$ cat src/rtl/ysyx_24100005_mem_arbiter_pkg.sv
// ---------------------------------------------------------------------------
// ysyx_24100005_mem_arbiter_pkg
//   Shared definitions for the NPC memory-port arbiter: the FSM state
//   encoding, the data word returned on a watchdog timeout, the default
//   watchdog parameters and the latched request record.
// ---------------------------------------------------------------------------
package ysyx_24100005_mem_arbiter_pkg;

  // Arbiter sequencing states.
  typedef enum logic [1:0] {
    IDLE = 2'd0,  // waiting for a requester; the only state that grants
    REQ  = 2'd1,  // presenting the latched request to memory
    RESP = 2'd2   // request accepted by memory, waiting for its response
  } state_e;

  // Read data handed back when the watchdog gives up on the memory.
  localparam logic [31:0] TIMEOUT_DATA = 32'hDEAD_BEEF;

  // Cycles allowed from slave request issue to slave response (0 = off).
  localparam int unsigned DEFAULT_TIMEOUT = 256;

  // Watchdog counter width; 2**DEFAULT_CNT_W must exceed DEFAULT_TIMEOUT.
  localparam int unsigned DEFAULT_CNT_W = 9;

  // One request as captured in the grant cycle.
  typedef struct packed {
    logic [31:0] addr;
    logic        wen;
    logic [31:0] wdata;
    logic [7:0]  wmask;
  } req_t;

  // Select the request fields of requester idx (0 = m0, 1 = m1).
  function automatic req_t pick_req(input logic idx, input req_t r0, input req_t r1);
    return idx ? r1 : r0;
  endfunction

endpackage

$ cat src/rtl/ysyx_24100005_mem_arbiter_if.sv
// ---------------------------------------------------------------------------
// ysyx_24100005_mem_arbiter_if
//   Request/response bus between a memory requester and a memory responder.
//   One transaction: req_valid/req_ready handshake carrying addr/wen/wdata/
//   wmask, followed later by a single-cycle resp_valid carrying rdata/err.
//
//   Signals
//     req_valid  requester has a transaction
//     req_ready  responder accepts it this cycle
//     addr       byte address
//     wen        1 = write, 0 = read
//     wdata      write data
//     wmask      byte write mask, bits [3:0] meaningful
//     resp_valid one-cycle response pulse
//     rdata      read data, valid with resp_valid
//     err        response is an error (timeout), valid with resp_valid
//
//   Modports
//     master      requester side (IFU / LSU)
//     slave       responder side (the arbiter's upstream ports, a memory)
//     mem_master  requester side without err, for a responder that never
//                 reports errors (the arbiter's downstream memory port)
// ---------------------------------------------------------------------------
interface ysyx_24100005_mem_arbiter_if;

  logic        req_valid;
  logic        req_ready;
  logic [31:0] addr;
  logic        wen;
  logic [31:0] wdata;
  logic [7:0]  wmask;
  logic        resp_valid;
  logic [31:0] rdata;
  logic        err;

  modport master (
    output req_valid, addr, wen, wdata, wmask,
    input  req_ready, resp_valid, rdata, err
  );

  modport slave (
    input  req_valid, addr, wen, wdata, wmask,
    output req_ready, resp_valid, rdata, err
  );

  modport mem_master (
    output req_valid, addr, wen, wdata, wmask,
    input  req_ready, resp_valid, rdata
  );

endinterface

$ cat src/rtl/ysyx_24100005_rr_arb2.sv
// ---------------------------------------------------------------------------
// ysyx_24100005_rr_arb2
//   Purely combinational two-way round-robin picker.
//
//   Ports
//     req[1:0]     request lines, bit i = requester i
//     last_grant   index granted most recently
//     grant_valid  at least one request is present
//     grant_idx    index to grant; on a tie, the one not granted last time
// ---------------------------------------------------------------------------
module ysyx_24100005_rr_arb2 (
  input  logic [1:0] req,
  input  logic       last_grant,
  output logic       grant_valid,
  output logic       grant_idx
);

  always_comb begin
    grant_valid = |req;
    case (req)
      2'b01:   grant_idx = 1'b0;
      2'b10:   grant_idx = 1'b1;
      2'b11:   grant_idx = ~last_grant;
      default: grant_idx = 1'b0;
    endcase
  end

endmodule

$ cat src/rtl/ysyx_24100005_mem_arbiter.sv
// ---------------------------------------------------------------------------
// ysyx_24100005_mem_arbiter
//   Shares the single NPC memory port between instruction fetch (m0) and
//   load/store (m1). One transaction at a time: grant in IDLE, present the
//   latched request in REQ, wait for the response in RESP. Contention is
//   resolved round-robin. A watchdog bounds the time from request issue to
//   response and answers with err=1 / rdata=DEAD_BEEF instead of hanging.
//
//   Parameters
//     TIMEOUT  cycles allowed from request issue to response; 0 disables
//     CNT_W    watchdog counter width, 2**CNT_W > TIMEOUT
//
//   Ports
//     clk  system clock, rising edge
//     rst  asynchronous active-low reset
//     m0   IFU side   (slave modport: arbiter answers the IFU)
//     m1   LSU side   (slave modport: arbiter answers the LSU)
//     s    memory side (mem_master modport: arbiter drives the memory wrapper)
// ---------------------------------------------------------------------------
module ysyx_24100005_mem_arbiter
  import ysyx_24100005_mem_arbiter_pkg::*;
#(
  parameter int unsigned TIMEOUT = DEFAULT_TIMEOUT,
  parameter int unsigned CNT_W   = DEFAULT_CNT_W
) (
  input  logic clk,
  input  logic rst,
  ysyx_24100005_mem_arbiter_if.slave      m0,
  ysyx_24100005_mem_arbiter_if.slave      m1,
  ysyx_24100005_mem_arbiter_if.mem_master s
);

  // Counter value on the last cycle the memory is allowed to take.
  localparam logic [CNT_W-1:0] CNT_LAST = CNT_W'(TIMEOUT - 1);
  localparam logic [CNT_W-1:0] CNT_MAX  = {CNT_W{1'b1}};
  localparam bit               WD_EN    = (TIMEOUT != 0);

  state_e            state_reg;
  state_e            state_next;
  logic              grant_reg;       // requester owning the current transaction
  logic              last_grant_reg;  // requester granted most recently
  req_t              req_reg;         // request fields captured at grant
  logic [CNT_W-1:0]  cnt_reg;         // cycles spent in REQ/RESP

  logic              grant_valid;
  logic              grant_idx;
  logic              complete;
  logic              timeout_hit;
  logic              finish;
  logic [31:0]       resp_data;
  req_t              m0_req;
  req_t              m1_req;

  ysyx_24100005_rr_arb2 u_rr_arb2 (
    .req         ({m1.req_valid, m0.req_valid}),
    .last_grant  (last_grant_reg),
    .grant_valid (grant_valid),
    .grant_idx   (grant_idx)
  );

  assign m0_req = '{addr: m0.addr, wen: m0.wen, wdata: m0.wdata, wmask: m0.wmask};
  assign m1_req = '{addr: m1.addr, wen: m1.wen, wdata: m1.wdata, wmask: m1.wmask};

  // A zero-wait memory may accept and answer in the same REQ cycle; that
  // counts as a completion just like a response seen in RESP. A response
  // arriving in IDLE (e.g. left over from before a reset) matches nothing.
  assign complete = ((state_reg == REQ) && s.req_ready && s.resp_valid) ||
                    ((state_reg == RESP) && s.resp_valid);

  // A genuine completion on the deadline cycle wins over the timeout.
  assign timeout_hit = WD_EN && (state_reg != IDLE) &&
                       (cnt_reg == CNT_LAST) && !complete;

  assign finish    = complete || timeout_hit;
  assign resp_data = timeout_hit ? TIMEOUT_DATA : s.rdata;

  // Memory request fields come straight from the capture registers so they
  // stay stable while the memory stalls the handshake.
  assign s.addr  = req_reg.addr;
  assign s.wen   = req_reg.wen;
  assign s.wdata = req_reg.wdata;
  assign s.wmask = req_reg.wmask;

  // -------------------------------------------------------------------------
  // FSM: state register
  // -------------------------------------------------------------------------
  always_ff @(posedge clk or negedge rst) begin
    if (!rst) begin
      state_reg <= IDLE;
    end else begin
      state_reg <= state_next;
    end
  end

  // -------------------------------------------------------------------------
  // FSM: next state
  // -------------------------------------------------------------------------
  always_comb begin
    state_next = state_reg;
    case (state_reg)
      IDLE: begin
        if (grant_valid) begin
          state_next = REQ;
        end
      end
      REQ: begin
        if (finish) begin
          state_next = IDLE;
        end else if (s.req_ready) begin
          state_next = RESP;
        end
      end
      RESP: begin
        if (finish) begin
          state_next = IDLE;
        end
      end
      default: state_next = IDLE;
    endcase
  end

  // -------------------------------------------------------------------------
  // FSM: outputs
  // -------------------------------------------------------------------------
  always_comb begin
    m0.req_ready  = 1'b0;
    m1.req_ready  = 1'b0;
    m0.resp_valid = 1'b0;
    m1.resp_valid = 1'b0;
    m0.rdata      = '0;
    m1.rdata      = '0;
    m0.err        = 1'b0;
    m1.err        = 1'b0;
    s.req_valid   = 1'b0;

    case (state_reg)
      IDLE: begin
        if (grant_valid) begin
          if (grant_idx) begin
            m1.req_ready = 1'b1;
          end else begin
            m0.req_ready = 1'b1;
          end
        end
      end
      REQ:     s.req_valid = 1'b1;
      default: ;
    endcase

    // Only the owner of the transaction ever sees a response.
    if (finish) begin
      if (grant_reg) begin
        m1.resp_valid = 1'b1;
        m1.rdata      = resp_data;
        m1.err        = timeout_hit;
      end else begin
        m0.resp_valid = 1'b1;
        m0.rdata      = resp_data;
        m0.err        = timeout_hit;
      end
    end
  end

  // -------------------------------------------------------------------------
  // Grant bookkeeping, request capture and watchdog counter
  // -------------------------------------------------------------------------
  always_ff @(posedge clk or negedge rst) begin
    if (!rst) begin
      grant_reg      <= 1'b0;
      last_grant_reg <= 1'b1;  // so that m0 wins the first tie
      req_reg        <= '0;
      cnt_reg        <= '0;
    end else if (state_reg == IDLE) begin
      cnt_reg <= '0;
      if (grant_valid) begin
        grant_reg      <= grant_idx;
        last_grant_reg <= grant_idx;
        req_reg        <= pick_req(grant_idx, m0_req, m1_req);
      end
    end else if (cnt_reg != CNT_MAX) begin
      // Saturate rather than wrap so a disabled watchdog never re-arms.
      cnt_reg <= cnt_reg + CNT_W'(1);
    end
  end

endmodule

$ cat src/flat_wrapper.sv
// flat-port wrapper written by rule: the top's interface ports become plain ports
module ysyx_24100005_mem_arbiter_flat import ysyx_24100005_mem_arbiter_pkg::*;
#(
  parameter int unsigned TIMEOUT = DEFAULT_TIMEOUT,
  parameter int unsigned CNT_W   = DEFAULT_CNT_W
)
  (clk, rst, m0_req_valid, m0_addr, m0_wen, m0_wdata, m0_wmask, m0_req_ready, m0_resp_valid, m0_rdata, m0_err, m1_req_valid, m1_addr, m1_wen, m1_wdata, m1_wmask, m1_req_ready, m1_resp_valid, m1_rdata, m1_err, s_req_valid, s_addr, s_wen, s_wdata, s_wmask, s_req_ready, s_resp_valid, s_rdata);
  ysyx_24100005_mem_arbiter_if m0_i ();
  ysyx_24100005_mem_arbiter_if m1_i ();
  ysyx_24100005_mem_arbiter_if s_i ();
  input  logic clk;
  input  logic rst;
  input wire logic [$bits(m0_i.req_valid)-1:0] m0_req_valid;
  input wire logic [$bits(m0_i.addr)-1:0] m0_addr;
  input wire logic [$bits(m0_i.wen)-1:0] m0_wen;
  input wire logic [$bits(m0_i.wdata)-1:0] m0_wdata;
  input wire logic [$bits(m0_i.wmask)-1:0] m0_wmask;
  output wire logic [$bits(m0_i.req_ready)-1:0] m0_req_ready;
  output wire logic [$bits(m0_i.resp_valid)-1:0] m0_resp_valid;
  output wire logic [$bits(m0_i.rdata)-1:0] m0_rdata;
  output wire logic [$bits(m0_i.err)-1:0] m0_err;
  input wire logic [$bits(m1_i.req_valid)-1:0] m1_req_valid;
  input wire logic [$bits(m1_i.addr)-1:0] m1_addr;
  input wire logic [$bits(m1_i.wen)-1:0] m1_wen;
  input wire logic [$bits(m1_i.wdata)-1:0] m1_wdata;
  input wire logic [$bits(m1_i.wmask)-1:0] m1_wmask;
  output wire logic [$bits(m1_i.req_ready)-1:0] m1_req_ready;
  output wire logic [$bits(m1_i.resp_valid)-1:0] m1_resp_valid;
  output wire logic [$bits(m1_i.rdata)-1:0] m1_rdata;
  output wire logic [$bits(m1_i.err)-1:0] m1_err;
  output wire logic [$bits(s_i.req_valid)-1:0] s_req_valid;
  output wire logic [$bits(s_i.addr)-1:0] s_addr;
  output wire logic [$bits(s_i.wen)-1:0] s_wen;
  output wire logic [$bits(s_i.wdata)-1:0] s_wdata;
  output wire logic [$bits(s_i.wmask)-1:0] s_wmask;
  input wire logic [$bits(s_i.req_ready)-1:0] s_req_ready;
  input wire logic [$bits(s_i.resp_valid)-1:0] s_resp_valid;
  input wire logic [$bits(s_i.rdata)-1:0] s_rdata;
  assign m0_i.req_valid = m0_req_valid;
  assign m0_i.addr = m0_addr;
  assign m0_i.wen = m0_wen;
  assign m0_i.wdata = m0_wdata;
  assign m0_i.wmask = m0_wmask;
  assign m0_req_ready = m0_i.req_ready;
  assign m0_resp_valid = m0_i.resp_valid;
  assign m0_rdata = m0_i.rdata;
  assign m0_err = m0_i.err;
  assign m1_i.req_valid = m1_req_valid;
  assign m1_i.addr = m1_addr;
  assign m1_i.wen = m1_wen;
  assign m1_i.wdata = m1_wdata;
  assign m1_i.wmask = m1_wmask;
  assign m1_req_ready = m1_i.req_ready;
  assign m1_resp_valid = m1_i.resp_valid;
  assign m1_rdata = m1_i.rdata;
  assign m1_err = m1_i.err;
  assign s_req_valid = s_i.req_valid;
  assign s_addr = s_i.addr;
  assign s_wen = s_i.wen;
  assign s_wdata = s_i.wdata;
  assign s_wmask = s_i.wmask;
  assign s_i.req_ready = s_req_ready;
  assign s_i.resp_valid = s_resp_valid;
  assign s_i.rdata = s_rdata;
  ysyx_24100005_mem_arbiter #(.TIMEOUT(TIMEOUT), .CNT_W(CNT_W)) u_core (.clk(clk), .rst(rst), .m0(m0_i), .m1(m1_i), .s(s_i));
endmodule
$ cat config.mk
export PLATFORM = sky130hd
export DESIGN_NAME = ysyx_24100005_mem_arbiter_flat
export DESIGN_NICKNAME = d
export VERILOG_FILES = /design/src/rtl/ysyx_24100005_mem_arbiter_pkg.sv /design/src/rtl/ysyx_24100005_mem_arbiter_if.sv /design/src/rtl/ysyx_24100005_rr_arb2.sv /design/src/rtl/ysyx_24100005_mem_arbiter.sv /design/src/flat_wrapper.sv
export SDC_FILE = /design/constraint.sdc
export NUM_CORES = 1
export LEC_CHECK = 0
export BUFFER_PORTS_ARGS = -buffer_cell sky130_fd_sc_hd__buf_2
export CAP_MARGIN = 10
export CORE_AREA = 2 2 127 129
export CTS_CLUSTER_DIAMETER = 200
export DETAILED_ROUTE_END_ITERATION = 16
export DIE_AREA = 0 0 129 131
export GPL_ROUTABILITY_DRIVEN = 0
export PLACE_DENSITY = 0.68
export SYNTH_ARGS = -nofsm -noshare
export SYNTH_HDL_FRONTEND = slang
export SYNTH_SLANG_ARGS = --single-unit
$ cat constraint.sdc
create_clock -name clk -period 3.2 [get_ports clk]
set_input_delay 0.64 -clock clk [delete_from_list [all_inputs] [get_ports clk]]
set_output_delay 0.64 -clock clk [all_outputs]
set_load 0.05 [all_outputs]
==> impl_metrics.csv, run 1 <==
group,metric,value,unit
power,p_seq_share,25.9,%
global_routing,grt_pass1_wl,20.7,mm
floorplanning,die-area,16900,µm²
power,sw_frac_of_total,50.7,%
logic_synthesis,synth-seq-cells,86,
power,pwr-share-comb,58.9,%
power,ir_drop,0.468,mV
sta,final.period_utilization,93.2,%
logic_synthesis,yosys_warnings,0,
logic_synthesis,synth_enable_flop_cells,0,
cts,clock_sinks,86,
logic_synthesis,ys_async_sr_fraction,100,%
cells_and_area,seq_area,2150,µm²
setup_path,cp_max_fo,25,
sta,tns,0,ps
global_routing,grt_pass1_vias,3920,
setup_path,reg2reg_depth,5,
setup_path,r2r_slack,810,ps
setup_path,worstSetupPathType,"flop to output port",
route,final_antenna_net_count,0,
setup_path,slowest_stage,"dfrtp_1",
route,vias,4447,
sta,finalSetupViolations,0,
setup_path,reg2reg_from,"u_core.state_reg[1]$_DFFE_PN0P_",
setup_path,worstSetupStartpointType,"flop",
sta,slew_viol_final,0,
sta,finalCriticalPeriod,2980,ps
logic_synthesis,synth-seq-area-share,44.6,%
sta,grt_setup_unrepaired,"no",
global_routing,grtUsageTotal,15.7,%
logic_synthesis,yosysTopAreaCell,"dfrtp_1",
setup_path,cpPeakStageDelay,390,ps
cells_and_area,areaGrowthSynthToFinish,47.4,%
floorplanning,num_io_pins,328,
logic_synthesis,syn_nets,606,
logic_synthesis,yosys-top-cells-area,"dfrtp_1 (44%), mux2_2 (14%), mux2_4 (9.3%), a21oi_1 (5.4%), and3_1 (4.9%)",
cells_and_area,multiInputGateArea,2450,µm²
logic_synthesis,syn_inst,419,
global_routing,grt_overflow,0,
setup_path,crit_required,2560,ps
logic_synthesis,avgSynthCellArea,11.5,µm²
sta,fmax,0.335,GHz
cells_and_area,num-fill-cells,1512,
placed_design,place_ws,351,ps
route,routed_via_density,4.67,
placed_design,port_buffers,327,
route,totalWireLength,14.4,mm
floorplanning,rows,46,
placed_design,hpwl,10.8,mm
global_routing,grt_max_degree,87,
logic_synthesis,netlist_area,4830,µm²
floorplanning,die-height,131,µm
floorplanning,die_w,129,µm
sta,tightest_slew,720,ps
sta,hold_viol,0,
cts,cts_max_level,3,
floorplanning,fp.coreArea,15600,µm²
power,p_clk_share,15.2,%
route,routedWlPerCell,15.1,µm
status,status,"finished, final reports clean",
setup_path,worstSetupEndpointType,"output port",
sta,hold_slack,339,ps
cts,clk_pin_slew,60,ps
setup_path,cp_top_family,"buffers and inverters",
setup_path,r2r-end,"u_core.s.addr[8]$_DFFE_PN0P_",
cells_and_area,drive_gt1_share,61.9,%
power,p_sw,0.00373,W
route,drc,0,
sta,maxSlewHeadroom,52.0,%
route,drtIter0Drc,214,
run,timing.max_cap.violations,0,
power,leakage,3.86,nW
global_routing,grt_antenna_before_repair,0,
cells_and_area,fin_nets,920,
cts,cts_inserted_buffers,9,
setup_path,critical_path_buf_inv_count,2,
sta,setup_slack,217,ps
route,first_pass_iters,5,
sta,skew,5.08,ps
cts,cts_root_buffer,"clkbuf_16",
setup_path,worstPathCellList,"ha_1 -> nand3_1 -> nor2_2 -> ha_4 -> nand3b_1 -> o2111ai_2 -> buf_6 -> a21oi_1 -> buf_2",
cells_and_area,num_antenna_cells,0,
cts,clock_path_buffers,2,
logic_synthesis,ys.flop_type,"dfrtp_1",
cts,cts_setup_buffers,0,
logic_synthesis,netlist.area_leader.share,44.0,%
power,cellPowerDensity,1030,nW/µm²
power,p_int,0.00362,W
floorplanning,initial_core_util,31.0,%
logic_synthesis,synth_cell_types,43,
cts,clk_latency,330,ps
cts,cts_tree,"yes",
min_path,min_path_type,"input pin to async pin",
setup_path,worst_ep_arrival_time,2340,ps
==> stage by stage <==
stage                     instances  util [%]  cell area [µm²]  power [W]
after CTS                       953      45.1             7030    0.00742
after global placement          937      42.9             6690    0.00619
after detailed placement        937      42.9             6690    0.00625
final                           953      45.7             7120    0.00735
after global routing            953      45.7             7120    0.00773
after floorplan                 419         -             4830    0.00519
==> placed cells by master, fill, tap and decap left out, types with 3 or more instances in the layout <==
cell	n
clkbuf_4	17
buf_4	14
dfrtp_1	85
inv_1	28
mux2_2	61
and3_1	38
clkbuf_16	9
a221o_1	22
buf_2	302
mux2_1	11
xor2_1	3
mux2_4	30
nor2_1	13
a21oi_1	52
==> what timing repair did <==
| item | 4_1_cts | 5_1_grt |
|---|---|---|
| pin swaps | 0 | 1 |
| gates cloned | 1 | 0 |
| hold buffers | 0 | 0 |
| resized for setup | 1 | 36 |
| setup endpoints to repair | 10 | 50 |
==> per-layer routing <==
layer,track usage [%],up-vias,share of wire [%]
met5,0,-,0
li1,-,2135,-
met2,25.5,187,49
met3,3.22,13,5.8
met1,21.3,2112,43
met4,4.86,0,1.4
==> cell usage after synthesis (all sizes together), types with 2 or more instances <==
master and n:
a21boi 2, xor2 3, nand2 2, and3 38, or3 2, inv 30
o21ai 3, clkbuf 16, o21a 2, buf 19, nand3 2, nand4b 2
o2111ai 2, nor2b 2, mux2 102, a21o 2, dfrtp 85, a221o 22
nor2 15, a21oi 52, ha 3
==> worst max-delay path by stage <==
stage / startpoint / endpoint / slack, ps / cells past startpoint
2_1_floorplan: u_core.cnt_reg[0]$_DFFE_PN0P_ / m0_rdata[18] / 200 / 8
3_3_place_gp: s_resp_valid / m1_rdata[3] / 430 / 5
5_1_grt: u_core.cnt_reg[0]$_DFFE_PN0P_ / m0_rdata[21] / 2 / 9
6_report: u_core.cnt_reg[0]$_DFFE_PN0P_ / m1_rdata[21] / 220 / 9
3_5_place_dp: u_core.cnt_reg[0]$_DFFE_PN0P_ / m0_rdata[30] / 350 / 7
4_1_cts: u_core.cnt_reg[0]$_DFFE_PN0P_ / m1_rdata[0] / 50 / 9
==> final cells by class <==
class,instances,share of cell area [%]
clock buffers,12,3.60
flip-flops and latches,86,30.2
well taps,216,3.79
repair buffers,337,25.4
multi-input cells,269,34.5
clock inverters,3,0.949
inverters,30,1.58
==> cell families (layout without fill, tap and decap cells) <==
kind of cell             count (synthesis)  in the layout  share of synthesized area (%)
multiplexers                           103            103                           26.3
AO/OA/AOI/OAI                           88             89                           12.5
flip-flops                              86             86                           44.6
AND/OR/NAND/NOR                         70             70                           8.81
buffers and inverters                   65            382                           6.32
XOR/XNOR                                 4              4                          0.725
adder cells (fa/ha/maj)                  3              3                          0.777
==> power groups by stage <==
stage	Sequential (W)	Clock [W]	Combinational [W]
2_1_floorplan	0.00353	0	0.00166
3_3_place_gp	0.00189	0	0.00430
3_5_place_dp	0.00191	0	0.00434
4_1_cts	0.00190	0.00117	0.00434
5_1_grt	0.00198	0.00121	0.00454
6_report	0.00190	0.00112	0.00433
(Power assumes the default switching activity.)
==> run 2: changes to the inputs <==
--- a/config.mk
+++ b/config.mk
@@ -8,6 +8,7 @@
 export BUFFER_PORTS_ARGS = -buffer_cell sky130_fd_sc_hd__buf_2
 export CAP_MARGIN = 10
 export CORE_AREA = 2 2 127 129
+export CTS_BUF_LIST = sky130_fd_sc_hd__clkbuf_2 sky130_fd_sc_hd__clkbuf_4 sky130_fd_sc_hd__clkbuf_8
 export CTS_CLUSTER_DIAMETER = 200
 export DETAILED_ROUTE_END_ITERATION = 16
 export DIE_AREA = 0 0 129 131
==> impl_metrics.csv, run 2 (synthesized netlist as in run 1, its figures left out) <==
group,metric,value,unit
cells_and_area,layout_commonest_cell,"buf_2",
cells_and_area,seq_area,2150,µm²
setup_path,worstSetupEndpointType,"output port",
run,timing.max_cap.violations,0,
global_routing,grt_overflow,0,
floorplanning,die_w,129,µm
power,p_total,0.00710,W
floorplanning,num_io_pins,328,
min_path,min_path_type,"input pin to async pin",
sta,final.period_utilization,94.2,%
route,drtIter0Drc,226,
setup_path,slowest_stage,"dfrtp_1",
setup_path,cp_max_fo,25,
route,first_pass_iters,4,
sta,finalCriticalPeriod,3010,ps
floorplanning,fp.coreArea,15600,µm²
sta,grt_setup_unrepaired,"no",
cts,cts_max_level,3,
cts,cts_root_buffer,"clkbuf_8",
sta,hold_viol,0,
floorplanning,initial_core_util,31.0,%
setup_path,critical_path_buf_inv_count,2,
placed_design,place_ws,351,ps
setup_path,worstSetupPathType,"flop to output port",
cells_and_area,num-fill-cells,1513,
setup_path,cpPeakStageDelay,380,ps
sta,tns,0,ps
sta,tightest_slew,719,ps
cells_and_area,areaGrowthSynthToFinish,46.5,%
route,vias,4439,
global_routing,grt_antenna_before_repair,0,
sta,finalSetupViolations,0,
placed_design,dp.cells,937,
cts,clk_latency,350,ps
setup_path,crit_required,2560,ps
cts,cts_inserted_buffers,9,
global_routing,grtUsageTotal,15.6,%
route,final_antenna_net_count,0,
placed_design,hpwl,10.8,mm
setup_path,worstPathCellList,"ha_2 -> nand3_1 -> nor2_2 -> ha_4 -> nand3b_1 -> o2111ai_2 -> buf_6 -> a21oi_1 -> buf_2",
cts,clk_pin_slew,80,ps
cells_and_area,drive_gt1_share,62.2,%
setup_path,worstSetupStartpointType,"flop",
status,status,"finished, final reports clean",
floorplanning,die-height,131,µm
floorplanning,die-area,16900,µm²
route,drc,0,
setup_path,cp_top_family,"buffers and inverters",
cells_and_area,num_antenna_cells,0,
sta,fmax,0.332,GHz
route,routedWlPerCell,15.1,µm
sta,slew_viol_final,0,
power,cellPowerDensity,1000,nW/µm²
setup_path,r2r_slack,810,ps
cts,clock_path_buffers,2,
global_routing,grt_pass1_vias,3912,
power,leakage,3.82,nW
global_routing,grt_pass1_wl,20.7,mm
cells_and_area,fin_cells,955,
route,totalWireLength,14.5,mm
placed_design,port_buffers,327,
sta,maxSlewHeadroom,52.1,%
route,routed_via_density,4.65,
sta,setup_slack,187,ps
cells_and_area,mostFrequentLayoutCells,"buf_2 (289), dfrtp_1 (85), mux2_2 (61)",
sta,skew,7.37,ps
setup_path,worst_ep_arrival_time,2370,ps
floorplanning,rows,46,
power,ir_drop,0.440,mV
cells_and_area,fin_nets,922,
global_routing,grt_max_degree,87,
cts,clock_sinks,86,
cts,cts_tree,"yes",
cells_and_area,multiInputGateArea,2460,µm²
cells_and_area,fin_util,45.4,%
[run 2: cell types whose count changed in the layout (fill, tap and decap cells not counted), sizes merged]
cell	before	now
buf	320	317
clkbuf	29	34
[run 2: worst paths after layout]
| path | from | end | cells after the start |
|---|---|---|---|
| max in group asynchronous | rst | u_core.last_grant_reg$_DFFE_PN1P_ | 2 |
| worst min-delay path | rst | u_core.s.addr[29]$_DFFE_PN0P_ | 2 |
| worst min register to register | u_core.s.wdata[9]$_DFFE_PN0P_ | u_core.s.wdata[9]$_DFFE_PN0P_ | 1 |
| worst max register to register | u_core.state_reg[1]$_DFFE_PN0P_ | u_core.s.addr[14]$_DFFE_PN0P_ | 5 |
| min in group clk | u_core.s.wdata[9]$_DFFE_PN0P_ | u_core.s.wdata[9]$_DFFE_PN0P_ | 1 |
| worst max-delay path | u_core.cnt_reg[0]$_DFFE_PN0P_ | m0_rdata[0] | 9 |
[run 2: layout make-up]
| class | count | area share [%] |
|---|---|---|
| multi-input combinational | 269 | 34.7 |
| sequential | 86 | 30.4 |
| timing repair buffer | 339 | 26.3 |
| tap | 216 | 3.82 |
| clock buffer | 12 | 2.25 |
| inverter | 30 | 1.59 |
| clock inverter | 3 | 0.955 |
[run 2: report_power, final]
group	internal, W	total [W]	switching [W]
combinational	0.00131	0.00435	0.00304
sequential	0.00160	0.00190	0.000291
clock	0.000487	0.000853	0.000366
[run 2: repair_timing]
item	4_1_cts	5_1_grt
resized for setup	1	59
setup endpoints to repair	48	52
buffers inserted	0	2
cloned	1	0
pin swaps	0	2
hold buffers	0	0
[run 2: metal layers]
| metal | up-vias | share of wire, % | wire length (µm) | GRT usage [%] |
|---|---|---|---|---|
| met5 | - | 0 | 0 | 0 |
| met4 | 0 | 1.3 | 192 | 4.48 |
| met3 | 12 | 6.3 | 904 | 3.22 |
| met2 | 182 | 50 | 7200 | 25.4 |
| met1 | 2106 | 43 | 6160 | 21.2 |
| li1 | 2139 | - | - | - |
[run 2: stage by stage]
step	hold slack [ps]	cell area, µm²
2_1_floorplan	344	4830
3_3_place_gp	482	6690
3_5_place_dp	487	6690
4_1_cts	305	6930
5_1_grt	328	7080
6_report	316	7080
==> run 3: changes to the inputs <==
--- a/config.mk
+++ b/config.mk
@@ -7,13 +7,13 @@
 export LEC_CHECK = 0
 export BUFFER_PORTS_ARGS = -buffer_cell sky130_fd_sc_hd__buf_2
 export CAP_MARGIN = 10
-export CORE_AREA = 2 2 127 129
+export CORE_MARGIN = 1
+export CORE_UTILIZATION = 24
 export CTS_BUF_LIST = sky130_fd_sc_hd__clkbuf_2 sky130_fd_sc_hd__clkbuf_4 sky130_fd_sc_hd__clkbuf_8
 export CTS_CLUSTER_DIAMETER = 200
 export DETAILED_ROUTE_END_ITERATION = 16
-export DIE_AREA = 0 0 129 131
 export GPL_ROUTABILITY_DRIVEN = 0
-export PLACE_DENSITY = 0.68
+export PLACE_DENSITY = 0.56
 export SYNTH_ARGS = -nofsm -noshare
 export SYNTH_HDL_FRONTEND = slang
 export SYNTH_SLANG_ARGS = --single-unit
==> impl_metrics.csv, run 3 (synthesized netlist as in run 1, its figures left out) <==
group,metric,value,unit
route,vias,4456,
setup_path,worst_ep_arrival_time,2360,ps
floorplanning,rows,51,
sta,hold_slack,318,ps
cells_and_area,num_antenna_cells,0,
global_routing,grt_antenna_before_repair,0,
floorplanning,num_io_pins,328,
sta,finalSetupViolations,0,
cells_and_area,layout_commonest_cell,"buf_2",
sta,tns,0,ps
global_routing,grt_overflow,0,
cts,cts_root_buffer,"clkbuf_8",
global_routing,grt_max_degree,54,
global_routing,grtUsageTotal,13.8,%
cells_and_area,mostFrequentLayoutCells,"buf_2 (278), dfrtp_1 (84), mux2_2 (61)",
min_path,min_path_type,"input pin to async pin",
sta,grt_setup_unrepaired,"no",
setup_path,worstSetupStartpointType,"flop",
cts,clk_latency,370,ps
floorplanning,die-area,20700,µm²
sta,tightest_slew,718,ps
route,routedWlPerCell,15.2,µm
route,totalWireLength,15.2,mm
route,drc,0,
cts,postCtsHoldBufs,0,
run,timing.max_cap.violations,0,
route,final_antenna_net_count,0,
sta,fmax,0.333,GHz
cts,cts_setup_buffers,0,
cells_and_area,areaGrowthSynthToFinish,46.9,%
route,first_pass_iters,4,
route,drtIter0Drc,165,
floorplanning,fp.coreArea,19600,µm²
sta,skew,12.0,ps
route,routed_via_density,4.45,
setup_path,reg2reg_depth,4,
cts,cts_inserted_buffers,9,
cts,cts_tree,"yes",
setup_path,crit_required,2560,ps
setup_path,cp_max_fo,25,
cts,clock_sinks,86,
cts,clk_pin_slew,90,ps
global_routing,grt_pass1_wl,21.6,mm
floorplanning,die_w,144,µm
cells_and_area,drive_gt1_share,62.3,%
power,ir_drop,0.367,mV
sta,final.period_utilization,93.8,%
global_routing,grt_pass1_vias,4018,
cells_and_area,fin_nets,919,
sta,maxSlewHeadroom,52.1,%
sta,finalCriticalPeriod,3000,ps
setup_path,worstSetupPathType,"flop to output port",
placed_design,hpwl,11.3,mm
setup_path,worstSetupEndpointType,"output port",
status,status,"finished, final reports clean",
placed_design,port_buffers,327,
power,cellPowerDensity,983,nW/µm²
sta,slew_viol_final,0,
power,leakage,3.79,nW
cts,cts_max_level,3,
sta,hold_viol,0,
cts,clock_path_buffers,2,
floorplanning,initial_core_util,24.7,%
floorplanning,die-height,144,µm
[run 3: cell types whose count changed in the layout (fill, tap and decap cells not counted), moves of 2 or more]
cell,before,now
buf_4,24,54
clkbuf_8,11,9
clkbuf_4,23,1
buf_2,289,278
clkinv_2,0,2
bufinv_16,2,0
[run 3: layout make-up]
type,instances,area (µm²)
clock inverter,6,45.0
sequential,86,2150
multi-input combinational,269,2460
tap,265,332
fill,2001,12500
clock buffer,10,131
timing repair buffer,336,1860
inverter,30,113
[run 3: metrics by stage]
stage | utilization (%) | setup slack [ps] | total power (W) | cells | area, µm²
after floorplan | - | 200 | 0.00519 | 419 | 4830
after global placement | 34.4 | 381 | 0.00624 | 985 | 6740
after detailed placement | 34.4 | 326 | 0.00626 | 985 | 6740
after CTS | 36.1 | 7.20 | 0.00707 | 1002 | 7070
after global routing | 36.2 | 25.2 | 0.00736 | 1002 | 7100
final | 36.2 | 199 | 0.00698 | 1002 | 7100
[run 3: per-layer routing]
layer  vias up  GRT usage, %  share of wire [%]  wire (µm)
met3        10          3.20                6.5        989
li1       2143             -                  -          -
met4         0          4.26                1.2        182
met5         -             0                  0          0
met2       165          23.2                 50       7600
met1      2138          17.4                 42       6420
[run 3: power breakdown]
group / switching (W) / internal, W
Sequential: 0.000314 / 0.00160
Combinational: 0.00304 / 0.00131
Clock: 0.000422 / 0.000296
[run 3: repair_timing]
action                     in CTS  in global routing
gates resized for setup        51                  6
setup endpoints to repair      50                 51
cloned                          1                  0
pin swaps                       0                  1
[run 3: worst max-delay path: stages (launching register included)]
cell and delay (ps):
dfrtp_2 580, a21boi_1 490, o221ai_4 410, a21oi_1 280
buf_4 230
[run 3: worst paths after layout]
path	startpoint	to	slack, ps
setup / recovery	u_core.state_reg[0]$_DFFE_PN0P_	m1_rdata[6]	200
hold / removal	rst	u_core.s.wdata[21]$_DFFE_PN0P_	320
setup reg to reg	u_core.state_reg[1]$_DFFE_PN0P_	u_core.s.addr[4]$_DFFE_PN0P_	1010
hold reg to reg	u_core.s.wdata[8]$_DFFE_PN0P_	u_core.s.wdata[8]$_DFFE_PN0P_	500
max in group asynchronous	rst	u_core.s.wen$_DFFE_PN0P_	2240
min in group clk	s_req_ready	u_core.state_reg[0]$_DFFE_PN0P_	490
